File: config.mk
export PLATFORM = sky130hd
export DESIGN_NAME = load_extract
export DESIGN_NICKNAME = d
export VERILOG_FILES = /design/src/rtl/load_extract_pkg.sv /design/src/rtl/load_extract_align.sv /design/src/rtl/load_extract.sv
export SDC_FILE = /design/constraint.sdc
export NUM_CORES = 1
export LEC_CHECK = 0
export ABC_AREA = 1
export CORE_ASPECT_RATIO = 0.5
export CORE_MARGIN = 10
export CORE_UTILIZATION = 30
export DETAILED_ROUTE_END_ITERATION = 6
export REMOVE_ABC_BUFFERS = 1
export SLEW_MARGIN = 5
export SYNTH_ARGS = -nofsm -noshare
export SYNTH_HDL_FRONTEND = slang
export SYNTH_SLANG_ARGS = --single-unit
File: constraint.sdc
create_clock -name clk -period 2.9 [get_ports clk]
set_input_delay 0.435 -clock clk [delete_from_list [all_inputs] [get_ports clk]]
set_output_delay 0.435 -clock clk [all_outputs]
set_load 0.03 [all_outputs]
File: src/rtl/load_extract_pkg.sv
// Shared load/store definitions: load type encodings, FSM states and
// the address alignment helpers used by both the load and store paths.
package load_extract_pkg;

  typedef enum logic [2:0] {
    LB  = 3'b000,
    LH  = 3'b001,
    LW  = 3'b010,
    LBU = 3'b100,
    LHU = 3'b101
  } load_funct3_e;

  typedef enum logic [1:0] {
    IDLE,
    READ,
    DONE
  } load_state_e;

  // size is funct3[1:0] for loads and stores alike: 0 byte, 1 half, 2 word.
  function automatic logic is_misaligned(input logic [1:0] size, input logic [1:0] off);
    case (size)
      2'b01:   return off[0];
      2'b10:   return off != 2'b00;
      default: return 1'b0;
    endcase
  endfunction

  function automatic logic is_legal_load(input logic [2:0] funct3);
    case (funct3)
      LB, LH, LW, LBU, LHU: return 1'b1;
      default:              return 1'b0;
    endcase
  endfunction

  function automatic logic [3:0] byte_mask(input logic [1:0] size, input logic [1:0] off);
    case (size)
      2'b00:   return 4'b0001 << off;
      2'b01:   return 4'b0011 << off;
      2'b10:   return 4'b1111;
      default: return 4'b0000;
    endcase
  endfunction

endpackage

File: src/rtl/load_extract_align.sv
// load_align: selects the addressed byte/halfword from a cache word and
// right-aligns it with sign or zero extension.
module load_align
  import load_extract_pkg::*;
(
  input  logic [31:0] rdata,
  input  logic [1:0]  off,
  input  logic [2:0]  funct3,
  output logic [31:0] result
);

  logic [7:0]  byte_sel;
  logic [15:0] half_sel;

  always_comb begin
    byte_sel = 8'h00;
    case (off)
      2'd0: byte_sel = rdata[7:0];
      2'd1: byte_sel = rdata[15:8];
      2'd2: byte_sel = rdata[23:16];
      2'd3: byte_sel = rdata[31:24];
      default: byte_sel = 8'h00;
    endcase
    half_sel = off[1] ? rdata[31:16] : rdata[15:0];
  end

  always_comb begin
    result = '0;
    case (funct3)
      LB:      result = {{24{byte_sel[7]}}, byte_sel};
      LBU:     result = {24'h000000, byte_sel};
      LH:      result = {{16{half_sel[15]}}, half_sel};
      LHU:     result = {16'h0000, half_sel};
      LW:      result = rdata;
      default: result = '0;
    endcase
  end

endmodule

File: src/rtl/load_extract.sv
// load_extract: single-outstanding load unit between the MEM stage and the
// data-cache CPU port; bad requests complete without a cache access.
module load_extract
  import load_extract_pkg::*;
#(
  parameter int ADDR_WIDTH = 32
) (
  input  logic                  clk,
  input  logic                  rst_n,
  input  logic                  req_valid,
  output logic                  req_ready,
  input  logic [ADDR_WIDTH-1:0] req_addr,
  input  logic [2:0]            req_funct3,
  output logic                  cache_read,
  output logic [ADDR_WIDTH-1:0] cache_address,
  output logic [3:0]            cache_byte_enable,
  input  logic [31:0]           cache_rdata,
  input  logic                  cache_resp,
  output logic                  load_valid,
  output logic [31:0]           load_data,
  output logic                  load_misaligned
);

  load_state_e           state, state_next;
  logic [ADDR_WIDTH-1:0] addr_q;
  logic [2:0]            funct3_q;
  logic [31:0]           aligned;
  logic                  req_bad;

  assign req_bad = !is_legal_load(req_funct3) || is_misaligned(req_funct3[1:0], req_addr[1:0]);
  assign cache_address = {addr_q[ADDR_WIDTH-1:2], 2'b00};

  load_align u_align (
    .rdata  (cache_rdata),
    .off    (addr_q[1:0]),
    .funct3 (funct3_q),
    .result (aligned)
  );

  always_ff @(posedge clk) begin
    if (!rst_n) state <= IDLE;
    else        state <= state_next;
  end

  always_comb begin
    state_next = state;
    case (state)
      IDLE:    if (req_valid) state_next = req_bad ? DONE : READ;
      READ:    if (cache_resp) state_next = DONE;
      DONE:    state_next = IDLE;
      default: state_next = IDLE;
    endcase
  end

  always_comb begin
    req_ready         = (state == IDLE);
    cache_read        = (state == READ);
    load_valid        = (state == DONE);
    cache_byte_enable = '0;
    if (state == READ) cache_byte_enable = byte_mask(funct3_q[1:0], addr_q[1:0]);
  end

  // Result registers only change on the transition into DONE, so they hold
  // between completions.
  always_ff @(posedge clk) begin
    if (!rst_n) begin
      addr_q          <= '0;
      funct3_q        <= '0;
      load_data       <= '0;
      load_misaligned <= 1'b0;
    end else begin
      case (state)
        IDLE: begin
          if (req_valid) begin
            addr_q   <= req_addr;
            funct3_q <= req_funct3;
            if (req_bad) begin
              load_data       <= '0;
              load_misaligned <= 1'b1;
            end
          end
        end
        READ: begin
          if (cache_resp) begin
            load_data       <= aligned;
            load_misaligned <= 1'b0;
          end
        end
        default: ;
      endcase
    end
  end

endmodule

==> impl_metrics.csv, run 1 <==
group,metric,value,unit
setup_path,worst-path-max-fanout,10,
setup_path,critical_path_class,"reg -> out",
clock_tree,cts_setup_buffers,0,
setup_path,startpoint,"funct3_q[1]",
yosys,yosysTopAreaCellShare,0.3647,
cells_and_area,areaGrowthSynthToFinish,43.08,%
power_and_ir_drop,max-vdd-ir-drop,0.0002815,V
detailed_routing,wire_per_inst,13.71,um
timing,setup_violations,0,
global_routing,grt_use_total,0.1306,
setup_path,end_kind,"output pin",
cells_and_area,seq_area,0.001401,mm2
global_routing,grt_remaining_overflow,0,
floorplanning,core_area,0.01259,mm2
power_and_ir_drop,power.total,3.180,mW
detailed_routing,drt_iter0_drc,244,
detailed_routing,finalWirelength,12090,um
yosys,synthArstFlopShare,0,
status,status,"complete, no violations",
yosys,synth.area.top_cells,"dfxtp_1, nand2_1, nor2_1",
power_and_ir_drop,power_density,578.4,mW/mm2
clock_tree,postCtsHoldBufs,0,
setup_path,critPathCapture,"cache_byte_enable[0]",
yosys,synthCells,606,
power_and_ir_drop,swShare,0.3011,
yosys,synth_area,0.003842,mm2
yosys,synth.distinct_cells,26,
setup_path,r2r-end,"load_data[12]",
clock_tree,cts_root_buf,"clkbuf_16",
place,port_buffers,140,
setup_path,cpMaxStageDelayCell,"dfxtp_1",
cells_and_area,finalNetCount,781,
setup_path,critPathRequiredTime,2.47,ns
global_routing,grt_start_max_net_pins,42,
timing,rsz0062_at_grt,"no",
cells_and_area,nFillCells,1341,
power_and_ir_drop,power.leakage,2.359,nW
setup_path,critPathTopFamily,"buffers and inverters",
detailed_routing,viasPerCell,4.433,
clock_tree,htreeDepth,3,
floorplanning,dieArea,0.01801,mm2
clock_tree,clk_pin_slew,0.06,ns
setup_path,critical_path.startpoint_type,"register",
setup_path,cp.buffers_inverters,2,
cells_and_area,diodes,0,
setup_path,reg2reg_slack,0.77,ns
timing,fin_crit,2.617,ns
timing,tightest_slew,0.5276,ns
detailed_routing,dr.pass1.iters,5,
setup_path,rr_worst_depth,8,
floorplanning,die_w,180.1,um
clock_tree,cts_buffers,9,
cells_and_area,drive_gt1_frac,0.06320,
yosys,syn_avg_cell_area,6.341,um2
power_and_ir_drop,sequentialPowerShare,0.339,
place,place.gp.congestion,0.8587,
clock_tree,clock_latency,0.33,ns
yosys,synth-seq-cells,70,
worst_hold_path,worstHoldPathType,"reg -> reg",
setup_path,cp_num_cells,4,
timing,hold_viol_final,0,
setup_path,cpPeakStageDelay,0.64,ns
power_and_ir_drop,power.clock.fraction,0.402,
timing,relSlewSlack,0.6478,
power_and_ir_drop,comb_power_share,0.259,
yosys,synth_common_cells,"nand2_1, nor2_1, dfxtp_1",
clock_tree,clockBufferDepth,2,
place,dp_hpwl,9155,um
yosys,synth_enable_flop_cells,0,
detailed_routing,postRouteAntennaNets,0,
detailed_routing,drc,0,
clock_tree,cts_sinks,70,
floorplanning,die_h,100.0,um
detailed_routing,via_count,3910,
timing,fin_skew,0.005736,ns
setup_path,r2r_start,"addr_q[1]",
floorplanning,ios,143,
global_routing,first_global_vias,3748,
timing,timing.final.crit_share,0.9026,
yosys,synth_top_flop_cell,"dfxtp_1",
setup_path,cp_cell_sequence,"inv_2 > o21ai_0 > nor2_1 > clkdlybuf4s50_1",
cells_and_area,final_core_util,0.4366,
global_routing,antenna_found_initial,0,
run,cap_violations,0,
clock_tree,cts_tree,"built",
yosys,synth-seq-area-share,0.3647,
cells_and_area,multiInputGateArea,0.001846,mm2
power_and_ir_drop,internal_power,2.222,mW
yosys,yosys.area.top_type,"dfxtp_1",
timing,slew_viol_final,0,
timing,fmax,0.3821,GHz
clock_tree,post_cts_resized,0,
floorplanning,num_rows,29,
yosys,yosysMostFrequentCell,"nand2_1",
power_and_ir_drop,power.switching,0.9574,mW
floorplanning,initial_utilization,0.3052,
timing,tns,0,ns
yosys,synth_warnings,0,
setup_path,worstPathArrival,2.18,ns
global_routing,grt_first_pass_wirelength,19620,um
kinds of logic after synthesis:
logic type | count (synthesis) | share of synthesized area
fa+ha+maj | 3 | 0.009770
simple gates | 321 | 0.3426
other cells | 1 | 0.0009759
compound gates | 95 | 0.1260
buf+inv | 116 | 0.1560
flops | 70 | 0.3647
placed cells by master (no fill, tap or decap), drive strengths merged:
| cell type | n |
|---|---|
| a21oi | 40 |
| buf | 11 |
| bufinv | 3 |
| clkbuf | 11 |
| clkdlybuf4s50 | 140 |
| clkinv | 2 |
| clkinvlp | 1 |
| conb | 2 |
| dfxtp | 70 |
| ha | 3 |
| inv | 53 |
| nand2 | 159 |
| nand3 | 24 |
| nand4 | 1 |
| nor2 | 136 |
| o211ai | 2 |
| o21ai | 53 |
| or2 | 1 |
layout make-up:
| cell class | instances | share of cell area |
|---|---|---|
| Clock buffer | 11 | 0.04415 |
| Tap cell | 170 | 0.03869 |
| Timing Repair Buffer | 151 | 0.2699 |
| Sequential cell | 70 | 0.2549 |
| Multi-Input combinational cell | 421 | 0.3357 |
| Clock inverter | 5 | 0.01934 |
| Inverter | 54 | 0.03732 |
tightest hold or removal path, cell delays in order, from the launching register on:
cell and delay [ns]:
dfxtp_1 0.31, nand2_1 0.06, a21oi_1 0.05
power by group through the flow:
| stage | registers, mW | clock network [mW] | logic (mW) |
|---|---|---|---|
| 2_1_floorplan | 1.21 | 0 | 0.343 |
| 3_3_place_gp | 1.10 | 0 | 0.826 |
| 3_5_place_dp | 1.10 | 0 | 0.829 |
| 4_1_cts | 1.08 | 1.31 | 0.833 |
| 5_1_grt | 1.09 | 1.35 | 0.912 |
| 6_report | 1.08 | 1.28 | 0.823 |
metrics by stage:
step | area [um2] | hold WS (ns) | worst slack, ns | cells
after floorplan | 3452 | 0.5071 | 0.9595 | 545
after global placement | 5149 | 0.4538 | 0.4746 | 866
after detailed placement | 5149 | 0.4577 | 0.4140 | 866
after CTS | 5498 | 0.4665 | 0.2610 | 882
after global routing | 5498 | 0.4887 | 0.08137 | 882
final | 5498 | 0.4635 | 0.2826 | 882
metal layers:
metal	vias to the layer above	GRT usage	part of all wire
met4	0	0.02945	0.0063
met2	112	0.2253	0.48
met1	1751	0.1589	0.46
met5	-	0	0
met3	6	0.03842	0.061
li1	2041	-	-
how the worst min path moves through the flow:
stage                     from              end  slack [ns]  cells after the start
2_1_floorplan      funct3_q[2]      funct3_q[2]        0.51                      2
3_3_place_gp   load_misaligned  load_misaligned        0.45                      2
3_5_place_dp     load_data[19]    load_data[19]        0.46                      2
4_1_cts          load_data[19]    load_data[19]        0.47                      2
5_1_grt          load_data[13]    load_data[13]        0.49                      2
6_report         load_data[19]    load_data[19]        0.46                      2
registers in the layout, indices dropped and copies added (netlist names):
register / flops
addr_q: 32
funct3_q: 3
load_data: 32
load_misaligned: 1
state: 2
Power figures use the tool's default switching activity.
==> run 2: changes to the inputs <==
--- a/config.mk
+++ b/config.mk
@@ -5,9 +5,7 @@
 export SDC_FILE = /design/constraint.sdc
 export NUM_CORES = 1
 export LEC_CHECK = 0
-export ABC_AREA = 1
 export CORE_ASPECT_RATIO = 0.5
-export CORE_MARGIN = 10
 export CORE_UTILIZATION = 30
 export DETAILED_ROUTE_END_ITERATION = 6
 export REMOVE_ABC_BUFFERS = 1
==> impl_metrics.csv, run 2 <==
group,metric,value,unit
status,status,"complete, no violations",
detailed_routing,postRouteAntennaNets,0,
floorplanning,die_h,77.62,um
worst_hold_path,worstHoldPathType,"reg -> reg",
floorplanning,dieArea,0.01189,mm2
setup_path,critPathTopFamily,"buffers and inverters",
yosys,yosysTopAreaCellShare,0.4085,
timing,setup_violations,0,
yosys,syn_avg_cell_area,8.958,um2
yosys,yosysMostFrequentCell,"nand2_1",
detailed_routing,wl_met2,4410,um
timing,tightest_slew,0.9648,ns
timing,hold_viol_final,0,
detailed_routing,viasPerCell,4.727,
yosys,synth_common_cells,"nand2_1, dfxtp_1, a21oi_1",
cells_and_area,areaGrowthSynthToFinish,47.08,%
clock_tree,cts_sinks,70,
place,port_buffers,140,
clock_tree,clk_pin_slew,0.06,ns
cells_and_area,layout_commonest_cell,"clkdlybuf4s50_1",
yosys,synthCells,383,
global_routing,antenna_found_initial,0,
detailed_routing,drc,0,
floorplanning,die_w,153.2,um
place,dp_hpwl,6630,um
detailed_routing,wl_met3,590,um
clock_tree,cts_setup_buffers,0,
clock_tree,clockBufferDepth,2,
yosys,synth-seq-cells,70,
clock_tree,cts_root_buf,"clkbuf_16",
detailed_routing,drt_iter0_drc,108,
cells_and_area,final_cell_mix,"clkdlybuf4s50_1, nand2_1, dfxtp_1",
cells_and_area,drive_gt1_frac,0.09553,
power_and_ir_drop,power.leakage,1.869,nW
setup_path,critPathRequiredTime,2.47,ns
timing,rsz0062_at_grt,"no",
yosys,synth_top_flop_cell,"dfxtp_1",
timing,fin_skew,0.006557,ns
yosys,synth_enable_flop_cells,0,
global_routing,first_global_vias,3032,
timing,fin_crit,2.579,ns
clock_tree,post_cts_resized,0,
clock_tree,htreeDepth,3,
cells_and_area,diodes,0,
setup_path,worst-path-max-fanout,9,
setup_path,critical_path.startpoint_type,"register",
timing,slew_viol_final,0,
detailed_routing,wl_met1,4290,um
floorplanning,num_rows,27,
timing,fmax,0.3878,GHz
power_and_ir_drop,power_density,574.4,mW/mm2
detailed_routing,via_count,3011,
clock_tree,cts_buffers,9,
power_and_ir_drop,max-vdd-ir-drop,0.0002934,V
global_routing,grt_first_pass_wirelength,15400,um
timing,timing.final.crit_share,0.8893,
cells_and_area,reg.largest.list,"addr_q (32), load_data (32), funct3_q (3)",
timing,tns,0,ns
global_routing,grt_remaining_overflow,0,
detailed_routing,wire_per_inst,14.72,um
yosys,synth_area,0.003431,mm2
global_routing,grt_start_max_net_pins,36,
cells_and_area,finalNetCount,561,
setup_path,cp_cell_sequence,"nor2_8 > or3_1 > a21oi_1 > clkdlybuf4s50_1",
run,cap_violations,0,
detailed_routing,dr.pass1.iters,5,
detailed_routing,highest-signal-layer,"met4",
yosys,synth.distinct_cells,42,
detailed_routing,finalWirelength,9376,um
floorplanning,initial_utilization,0.3106,
yosys,synth.area.top_cells,"dfxtp_1, nand2_1, buf_4",
place,place.gp.congestion,0.7510,
floorplanning,ios,143,
setup_path,cp.buffers_inverters,1,
setup_path,cpMaxStageDelayCell,"clkdlybuf4s50_1",
yosys,synth_warnings,0,
clock_tree,postCtsHoldBufs,0,
yosys,yosys.area.top_type,"dfxtp_1",
timing,relSlewSlack,0.3520,
cells_and_area,post-route-cell-area,0.005046,mm2
cells_and_area,final_core_util,0.4568,
floorplanning,core_area,0.01105,mm2
setup_path,worstPathArrival,2.14,ns
clock_tree,cts_tree,"built",
setup_path,end_kind,"output pin",
yosys,synthArstFlopShare,0,
clock_tree,clock_latency,0.33,ns
setup_path,critical_path_class,"reg -> out",
global_routing,grt_use_total,0.1641,
place,post_dp_cell_area,0.004712,mm2
yosys,synth-seq-area-share,0.4085,
setup_path,cpPeakStageDelay,0.69,ns
timing,whs,0.4526,ns
==> run 2: cell count changes after synthesis, sizes merged, moves of 9 or more <==
| cell | previous run | this run |
|---|---|---|
| o21ai | 53 | 2 |
| mux2i | 0 | 17 |
| inv | 53 | 5 |
| nand2 | 159 | 91 |
| a22o | 0 | 9 |
| nand3 | 24 | 3 |
| nor2 | 136 | 8 |
| a221o | 0 | 16 |
==> run 2: metal layers <==
metal  global-route usage  vias up
met5                    0        -
met3              0.05587        8
met4              0.04747        0
met2               0.2694       85
met1               0.2040     1399
li1                     -     1519
==> run 2: worst reg2reg max path: cells and delay by family, from the launching register on <==
family          cells  cell delay (ns)
simple gates        1             0.80
flops               1             0.35
buf+inv             1             0.35
mux                 2             0.33
compound gates      1             0.22
==> run 2: path summary, 6_finish.rpt <==
check        startpoint                   end  slack, ns  cells past startpoint
max           addr_q[0]  cache_byte_enable[1]       0.32                      4
min reg2reg  addr_q[17]            addr_q[17]       0.45                      2
min          addr_q[17]            addr_q[17]       0.45                      2
max reg2reg   addr_q[1]         load_data[31]       0.79                      5
==> run 2: through the flow <==
step	power [mW]	cells	setup WS, ns
final	2.899	637	0.3211
after global routing	3.039	637	0.1898
after CTS	2.931	637	0.2752
after detailed placement	1.700	621	0.5450
after global placement	1.698	621	0.5935
after floorplan	1.403	327	0.4980
==> run 2: cells by family after synthesis <==
kind of cell | after synthesis | share of synthesized area
multiplexers | 20 | 0.06856
AO/OA/AOI/OAI | 104 | 0.2214
buffers and inverters | 62 | 0.1189
other | 1 | 0.001093
adder cells (fa/ha/maj) | 3 | 0.01094
AND/OR/NAND/NOR | 123 | 0.1707
flip-flops | 70 | 0.4085
==> run 2: layout make-up <==
class,count,area [um2]
Fill cell,1061,6001
Sequential cell,70,1401
Inverter,5,18.77
Clock buffer,11,252.7
Clock inverter,5,81.33
Multi-Input combinational cell,252,1632
Timing Repair Buffer,149,1479
Tap cell,145,181.4
==> run 2: power breakdown <==
group          switching, mW  internal (mW)  leakage (nW)
clock network          0.424          0.800         0.162
logic                  0.331          0.290          1.14
registers             0.0381           1.01         0.571
total                  0.793           2.11          1.87
==> run 3: changes to the inputs <==
--- a/config.mk
+++ b/config.mk
@@ -8,6 +8,7 @@
 export CORE_ASPECT_RATIO = 0.5
 export CORE_UTILIZATION = 30
 export DETAILED_ROUTE_END_ITERATION = 6
+export RECOVER_POWER = 25
 export REMOVE_ABC_BUFFERS = 1
 export SLEW_MARGIN = 5
 export SYNTH_ARGS = -nofsm -noshare
==> impl_metrics.csv, run 3 (synthesized netlist as in run 2, its figures left out) <==
group,metric,value,unit
clock_tree,cts_setup_buffers,0,
floorplanning,dieArea,0.01189,mm2
detailed_routing,drt_iter0_drc,118,
floorplanning,die_w,153.2,um
cells_and_area,finalNetCount,561,
clock_tree,clk_pin_slew,0.06,ns
place,port_buffers,140,
cells_and_area,diodes,0,
timing,fin_skew,0.006575,ns
global_routing,grt_first_pass_wirelength,15400,um
setup_path,critical_path.startpoint_type,"register",
timing,fin_crit,2.578,ns
clock_tree,postCtsHoldBufs,0,
cells_and_area,areaGrowthSynthToFinish,46.97,%
setup_path,cp_cell_sequence,"nor2_8 > or3_1 > a21oi_1 > clkdlybuf4s50_1",
floorplanning,num_rows,27,
floorplanning,die_h,77.62,um
cells_and_area,reg.largest.list,"addr_q (32), load_data (32), funct3_q (3)",
power_and_ir_drop,power.total,2.897,mW
global_routing,first_global_vias,3032,
detailed_routing,viasPerCell,4.700,
floorplanning,initial_utilization,0.3106,
cells_and_area,layout_commonest_cell,"clkdlybuf4s50_1",
floorplanning,core_area,0.01105,mm2
global_routing,grt_use_met3,0.05587,
clock_tree,cts_tree,"built",
setup_path,critPathTopFamily,"buffers and inverters",
timing,tightest_slew,1.490,ns
global_routing,met1_usage,0.2040,
clock_tree,clockBufferDepth,2,
global_routing,grtUsageMet2,0.2694,
clock_tree,clock_latency,0.33,ns
global_routing,grt_remaining_overflow,0,
power_and_ir_drop,power.leakage,1.865,nW
cells_and_area,final_cell_mix,"clkdlybuf4s50_1, nand2_1, dfxtp_1",
setup_path,cpMaxStageDelayCell,"clkdlybuf4s50_1",
global_routing,grt_start_max_net_pins,36,
clock_tree,post_cts_resized,0,
timing,tns,0,ns
detailed_routing,finalWirelength,9394,um
global_routing,top_usage_layer,"met2",
setup_path,worst-path-max-fanout,9,
cells_and_area,post-route-cell-area,0.005042,mm2
place,post_dp_cell_area,0.004712,mm2
setup_path,critPathRequiredTime,2.47,ns
power_and_ir_drop,max-vdd-ir-drop,0.0002935,V
clock_tree,cts_sinks,70,
power_and_ir_drop,power_density,574.6,mW/mm2
status,status,"complete, no violations",
cells_and_area,final_core_util,0.4565,
timing,setup_violations,0,
run,cap_violations,0,
setup_path,cp.buffers_inverters,1,
detailed_routing,via_count,2994,
timing,slew_viol_final,0,
timing,timing.final.crit_share,0.8891,
setup_path,worstPathArrival,2.14,ns
clock_tree,htreeDepth,3,
clock_tree,cts_root_buf,"clkbuf_16",
timing,fmax,0.3879,GHz
worst_hold_path,worstHoldPathType,"reg -> reg",
setup_path,cpPeakStageDelay,0.69,ns
detailed_routing,postRouteAntennaNets,0,
timing,hold_viol_final,0,
global_routing,grt_use_total,0.1641,
timing,rsz0062_at_grt,"no",
place,dp_hpwl,6630,um
global_routing,antenna_found_initial,0,
detailed_routing,wire_per_inst,14.75,um
clock_tree,cts_buffers,9,
timing,whs,0.4526,ns
setup_path,end_kind,"output pin",
detailed_routing,dr.pass1.iters,4,
place,place.gp.congestion,0.7510,
detailed_routing,drc,0,
setup_path,critical_path_class,"reg -> out",
cells_and_area,drive_gt1_frac,0.09350,
timing,relSlewSlack,0.006441,
floorplanning,ios,143,
[run 3: metrics by stage]
step,setup slack (ns),instances
floorplan,0.4980,327
global placement,0.5935,621
detailed placement,0.5450,621
CTS,0.2752,637
global route,0.1898,637
finish,0.3217,637
[run 3: layer usage]
layer	vias to the layer above	routed length, um
li1	1521	-
met1	1389	4313
met2	76	4430
met3	8	565
met4	0	85
met5	-	0
[run 3: tightest hold or removal path, stage by stage, from the launching register on]
cell and delay [ns]:
dfxtp_1 0.30, nand2_1 0.05, a21oi_1 0.05
[run 3: area by class of cell]
class | count | area, um2
well taps | 145 | 181.4
flip-flops and latches | 70 | 1401
clock inverters | 5 | 81.33
multi-input cells | 252 | 1632
inverters | 5 | 18.77
clock buffers | 11 | 252.7
repair buffers | 149 | 1475
fillers | 1061 | 6005
[run 3: worst paths after layout]
kind | startpoint | end | slack [ns] | cells past startpoint
setup / recovery | addr_q[0] | cache_byte_enable[1] | 0.32 | 4
hold / removal | addr_q[17] | addr_q[17] | 0.45 | 2
setup reg to reg | state[0] | addr_q[8] | 0.74 | 5
hold reg to reg | addr_q[17] | addr_q[17] | 0.45 | 2
[run 3: where the power goes]
part | switching, mW | total (mW) | internal (mW)
Sequential | 0.0381 | 1.05 | 1.01
Combinational | 0.331 | 0.621 | 0.290
Clock | 0.423 | 1.22 | 0.800
Total | 0.793 | 2.90 | 2.10
